## config.mk

```make
export PLATFORM = sky130hd
export DESIGN_NAME = fir_pair_serializer
export DESIGN_NICKNAME = d
export VERILOG_FILES = /design/src/rtl/fir_pair_serializer.sv
export SDC_FILE = /design/constraint.sdc
export NUM_CORES = 1
export LEC_CHECK = 0
export CORE_MARGIN = 4
export CORE_UTILIZATION = 58
export DETAILED_ROUTE_END_ITERATION = 8
export HOLD_SLACK_MARGIN = 0.02
export PLACE_DENSITY = 0.87
export SLEW_MARGIN = 20
export SYNTH_ARGS = -nofsm -noshare
export SYNTH_HDL_FRONTEND = slang
export SYNTH_SLANG_ARGS = --single-unit
```

## constraint.sdc

```tcl
create_clock -name clk -period 5.45 [get_ports clk]
set_input_delay 0.8175 -clock clk [delete_from_list [all_inputs] [get_ports clk]]
set_output_delay 0.8175 -clock clk [all_outputs]
set_load 0.1 [all_outputs]
```

## src/rtl/fir_pair_serializer.sv

```systemverilog
// Pair-to-stream serializer: buffers (y0, y1) result pairs in a small FIFO and
// emits them y0-then-y1 at one sample per handshake. Define FIR_SER_SAT_EN to saturate instead of truncate.
module fir_pair_serializer #(
  parameter int IN_W  = 64,
  parameter int OUT_W = 32,
  parameter int DEPTH = 4
) (
  input  logic                      clk,
  input  logic                      rst_n,
  input  logic                      pair_valid,
  output logic                      pair_ready,
  input  logic signed [IN_W-1:0]    y0_in,
  input  logic signed [IN_W-1:0]    y1_in,
  output logic                      s_valid,
  input  logic                      s_ready,
  output logic signed [OUT_W-1:0]   s_data,
  output logic                      s_odd,
  output logic [$clog2(DEPTH):0]    level,
  output logic                      ovf
);

  localparam int AW = $clog2(DEPTH);
  localparam int PW = AW + 1;

  logic [PW-1:0]       wr_ptr_r;
  logic [PW-1:0]       rd_ptr_r;
  logic                phase_r;
  logic [2*IN_W-1:0]   mem_r [DEPTH];

  logic                empty_s;
  logic                full_s;
  logic                push_s;
  logic                pop_s;
  logic [2*IN_W-1:0]   head_s;
  logic [IN_W-1:0]     sel_s;
  logic [OUT_W-1:0]    narrow_s;

`ifdef FIR_SER_SAT_EN
  // A value fits when every bit from the sign down to bit OUT_W-1 agrees.
  function automatic logic out_of_range(input logic [IN_W-1:0] v);
    logic [IN_W-OUT_W:0] top;
    top = v[IN_W-1:OUT_W-1];
    if ((top == {(IN_W-OUT_W+1){1'b0}}) || (top == {(IN_W-OUT_W+1){1'b1}})) begin
      out_of_range = 1'b0;
    end else begin
      out_of_range = 1'b1;
    end
  endfunction

  function automatic logic [OUT_W-1:0] narrow(input logic [IN_W-1:0] v);
    if (!out_of_range(v)) begin
      narrow = v[OUT_W-1:0];
    end else if (v[IN_W-1]) begin
      narrow = {1'b1, {(OUT_W-1){1'b0}}};
    end else begin
      narrow = {1'b0, {(OUT_W-1){1'b1}}};
    end
  endfunction
`else
  logic unused_sel_s;
  assign unused_sel_s = ^sel_s;

  function automatic logic [OUT_W-1:0] narrow(input logic [OUT_W-1:0] v);
    narrow = v;
  endfunction
`endif

  assign empty_s = (wr_ptr_r == rd_ptr_r);
  assign full_s  = (wr_ptr_r[AW-1:0] == rd_ptr_r[AW-1:0]) && (wr_ptr_r[AW] != rd_ptr_r[AW]);
  assign push_s  = pair_valid && !full_s;
  assign pop_s   = !empty_s && s_ready;
  assign head_s  = mem_r[rd_ptr_r[AW-1:0]];
  assign sel_s   = phase_r ? head_s[2*IN_W-1:IN_W] : head_s[IN_W-1:0];

`ifdef FIR_SER_SAT_EN
  assign narrow_s = narrow(sel_s);
`else
  assign narrow_s = narrow(sel_s[OUT_W-1:0]);
`endif

  // Pair storage; contents are don't-care after reset so no reset term.
  always_ff @(posedge clk) begin
    if (push_s) begin
      mem_r[wr_ptr_r[AW-1:0]] <= {y1_in, y0_in};
    end
  end

  // Pointers and half-pair phase; rd_ptr only moves once y1 has been taken.
  always_ff @(posedge clk or negedge rst_n) begin
    if (!rst_n) begin
      wr_ptr_r <= {PW{1'b0}};
      rd_ptr_r <= {PW{1'b0}};
      phase_r  <= 1'b0;
    end else begin
      if (push_s) begin
        wr_ptr_r <= wr_ptr_r + PW'(1);
      end
      if (pop_s) begin
        phase_r <= ~phase_r;
        if (phase_r) begin
          rd_ptr_r <= rd_ptr_r + PW'(1);
        end
      end
    end
  end

`ifdef FIR_SER_SAT_EN
  logic ovf_r;

  // Sticky flag raised when a clamped sample leaves the block.
  always_ff @(posedge clk or negedge rst_n) begin
    if (!rst_n) begin
      ovf_r <= 1'b0;
    end else if (pop_s && out_of_range(sel_s)) begin
      ovf_r <= 1'b1;
    end
  end

  assign ovf = ovf_r;
`else
  assign ovf = 1'b0;
`endif

  // Stream-side view derived purely from registered FIFO state.
  always_comb begin
    pair_ready = ~full_s;
    s_valid    = ~empty_s;
    s_odd      = phase_r;
    level      = wr_ptr_r - rd_ptr_r;
    if (empty_s) begin
      s_data = {OUT_W{1'b0}};
    end else begin
      s_data = narrow_s;
    end
  end

endmodule

```

==> metrics.log <==
[metrics] nets@finish: 805
[metrics] measured slew at the worst slew-check pin: 1.13 ns
[metrics] layout overhead on the synthesized area: 18.3%
[metrics] number of warnings printed during yosys synthesis: 0
[metrics] number of antenna violations at the first check in global routing: 1
[metrics] Reg2Reg Setup Slack: 2.60 ns
[metrics] required time at the worst-slack endpoint: 4.63 ns
[metrics] kind of start point of the critical path: flip-flop
[metrics] total core area: 18,000 um^2
[metrics] number of global-route vias before repair: 5,814
[metrics] initial core utilization: 59.1%
[metrics] wire per inst: 22.8 um
[metrics] register clock-pin slew on the reported worst setup and hold paths: 0.06 ns
[metrics] RSZ-0062 raised after global routing: no
[metrics] number of different library cells in the post-synthesis netlist: 32
[metrics] io pins: 171
[metrics] final routed wirelength across all metal layers: 20,800 um
[metrics] commonest non-fill, non-tap cells in the layout: 256 x sky130_fd_sc_hd__edfxtp_1, 105 x sky130_fd_sc_hd__clkdlybuf4s50_1, 96 x sky130_fd_sc_hd__mux2i_1
[metrics] Final period util: 85.3%
[metrics] maximum fanout along the worst path: 18
[metrics] post-synthesis sequential area ratio: 74.1%
[metrics] DRT Pass-1 Iters: 4
[metrics] Die Width: 143 um
[metrics] cell count after synthesis: 564
[metrics] worst setup path category: flip-flop to output pin
[metrics] global placer's final weighted congestion: 0.726
[metrics] commonest non-fill, non-tap cell in the layout: sky130_fd_sc_hd__edfxtp_1
[metrics] cell chain of the critical path: inv_2 -> ha_1 -> nand2_1 -> nor2_4 -> buf_12 -> a2111oi_2 -> clkdlybuf4s50_1
[metrics] number of max-cap violations: 0
[metrics] synthesized net count: 704
[metrics] launching point of the worst reg2reg path: rd_ptr_r[1]$_DFFE_PN0P_
[metrics] max-slew violation count: 0
[metrics] Worst setup EP type: output pin
[metrics] TritonCTS buffer count: 25
[metrics] clock tree from TritonCTS: built
[metrics] die span in y: 143 um
[metrics] buffers from clock root to sink, at most: 3
[metrics] Max-slew headroom: 24.6%
[metrics] setup clock skew after layout: 0.00439 ns
[metrics] mapped cell area: 10,600 um^2
[metrics] buffer count from post-CTS setup fixing: 0
[metrics] simple-gate area share of the yosys netlist: 2.38%
[metrics] routed vias: 5,456
[metrics] final hold violation count: 0
[metrics] CP max-delay cell: sky130_fd_sc_hd__clkdlybuf4s50_1
[metrics] hold bufs inserted after CTS: 0
[metrics] final critical-path required period: 4.65 ns
[metrics] global-route wire length before repair: 31,600 um
[metrics] # resized after CTS: 0
[metrics] xor and xnor fraction of the mapped netlist area: 0.731%
[metrics] share of the synthesized area in compound gates (AO/OA/AOI/OAI): 9.78%
[metrics] Port Buffers: 105
[metrics] worst min-delay path class: primary input to async pin
[metrics] DRC violations left: 0
[metrics] maximum clock rate: 215 MHz
[metrics] drt via density: 5.99
[metrics] #FFs+latches synth: 263
[metrics] placed wire-length estimate after detailed placement: 11,200 um
[metrics] fraction of synthesized area in multiplexers: 9.16%
[metrics] reg-to-reg critical path endpoint: mem_r[2][20]$_DFFE_PP_
[metrics] main combinational cell family by area after synthesis: compound AO/OA/AOI/OAI gates
[metrics] # diodes: 0
[metrics] endpoints failing setup: 0
[metrics] master cell of the clock root buffer: sky130_fd_sc_hd__clkbuf_16
[metrics] mean instance size in the synthesized netlist: 18.8 um^2
[metrics] maximum number of pins on one net before global-route repair: 127
[metrics] Starting DRT DRC Count: 377
[metrics] delay of the slowest critical-path stage: 1.07 ns
[metrics] overall overflow remaining after global route: 0
[metrics] Total Negative Setup Slacks: 0 ns
[metrics] Post-Synth Adder-Cell Area: 1.01%
[metrics] worst reg2reg path depth: 5
[metrics] cell row count: 49
[metrics] Total GRT Usage: 20.2%
[metrics] latest clock arrival within the worst-skew pair: 0.51 ns
[metrics] Filler Cell Count: 1,112
[metrics] Data arrival, critical path: 3.83 ns
[metrics] layout cell share with drive strength beyond 1: 11.6%
[metrics] H-tree Lvls: 1
[metrics] Die Footprint: 20,500 um^2
[metrics] residual antenna-violating net count after detailed routing: 0
[metrics] clk sinks: 263
[metrics] outcome: finished clean
==> final cells by class <==
cell class                 instances  area (um^2)  share of cell area (%)
inverter                           6         22.5                   0.179
clock inverter                    15          116                   0.927
clock buffer                      29          641                    5.10
multi-input combinational        259         2510                    20.0
timing repair buffer             110         1110                    8.87
sequential                       263         7870                    62.7
tap                              229          287                    2.28
==> through the flow <==
stage | setup WS [ns] | std cells | utilization [%] | hold slack, ns | cell area (um^2)
after global placement | 1.42 | 867 | 65.7 | 0.549 | 11800
final | 0.802 | 911 | 69.9 | 0.570 | 12600
after floorplan | 1.08 | 564 | - | 0.522 | 10600
after CTS | 0.799 | 911 | 69.9 | 0.560 | 12600
after global routing | 0.661 | 911 | 69.9 | 0.578 | 12600
after detailed placement | 1.36 | 867 | 65.7 | 0.561 | 11800
==> cell families (layout without fill, tap and decap cells) <==
| logic type | after synthesis | in the layout |
|---|---|---|
| buffers and inverters | 42 | 160 |
| xor gates and xnor gates | 8 | 8 |
| muxes | 97 | 97 |
| AOI/OAI and AO/OA | 102 | 102 |
| and+or+nand+nor | 43 | 43 |
| other | 1 | 1 |
| DFF | 263 | 263 |
| adders and majority gates | 8 | 8 |
==> layer usage <==
layer / global-route usage, % / wire length (um) / vias to the layer above
met1: 25.9 / 8370 / 2761
met5: 0 / 11 / -
met4: 5.60 / 449 / 2
met2: 35.5 / 10700 / 156
met3: 3.78 / 1220 / 41
li1: - / - / 2496
==> worst max-delay path, delay by kind of cell (launching register included) <==
family | cells | cell delay [ns]
buf+inv | 3 | 1.47
flops | 1 | 0.59
simple gates | 2 | 0.87
fa+ha+maj | 1 | 0.31
compound gates | 1 | 0.06
==> worst max path at each step <==
stage / start / endpoint
floorplan: s_odd$_DFFE_PN0P_ / s_data[0]
detailed placement: rd_ptr_r[1]$_DFFE_PN0P_ / s_data[31]
CTS: rd_ptr_r[1]$_DFFE_PN0P_ / s_data[31]
global placement: rd_ptr_r[1]$_DFFE_PN0P_ / s_data[31]
finish: rd_ptr_r[1]$_DFFE_PN0P_ / s_data[31]
global route: rd_ptr_r[1]$_DFFE_PN0P_ / s_data[31]
==> Yosys cell counts (all sizes together) <==
cell	instances	area, um^2
nand2	3	11.3
o211a	2	20.0
o21a	1	7.51
edfxtp	256	7690
o22ai	1	6.26
xnor2	5	43.8
inv	6	22.5
xor2	3	33.8
mux2i	96	961
a211oi	32	240
and2	3	18.8
mux2	1	11.3
clkbuf	10	38.8
o21ai	1	5.00
a22o	32	280
ha	7	87.6
fa	1	20.0
nand3	1	5.00
a2111oi	32	470
nor2	3	11.3
o2111ai	1	8.76
buf	26	238
dfrtp	7	175
conb	1	3.75
nor2b	33	206
==> state kept, by name (all words and copies together) (netlist names) <==
| register | cells |
|---|---|
| s_odd | 1 |
| rd_ptr_r | 3 |
| mem_r | 256 |
| wr_ptr_r | 3 |
Power is not shown: default switching activity piles up to over one toggle a cycle in this logic, so the estimate is an artifact.
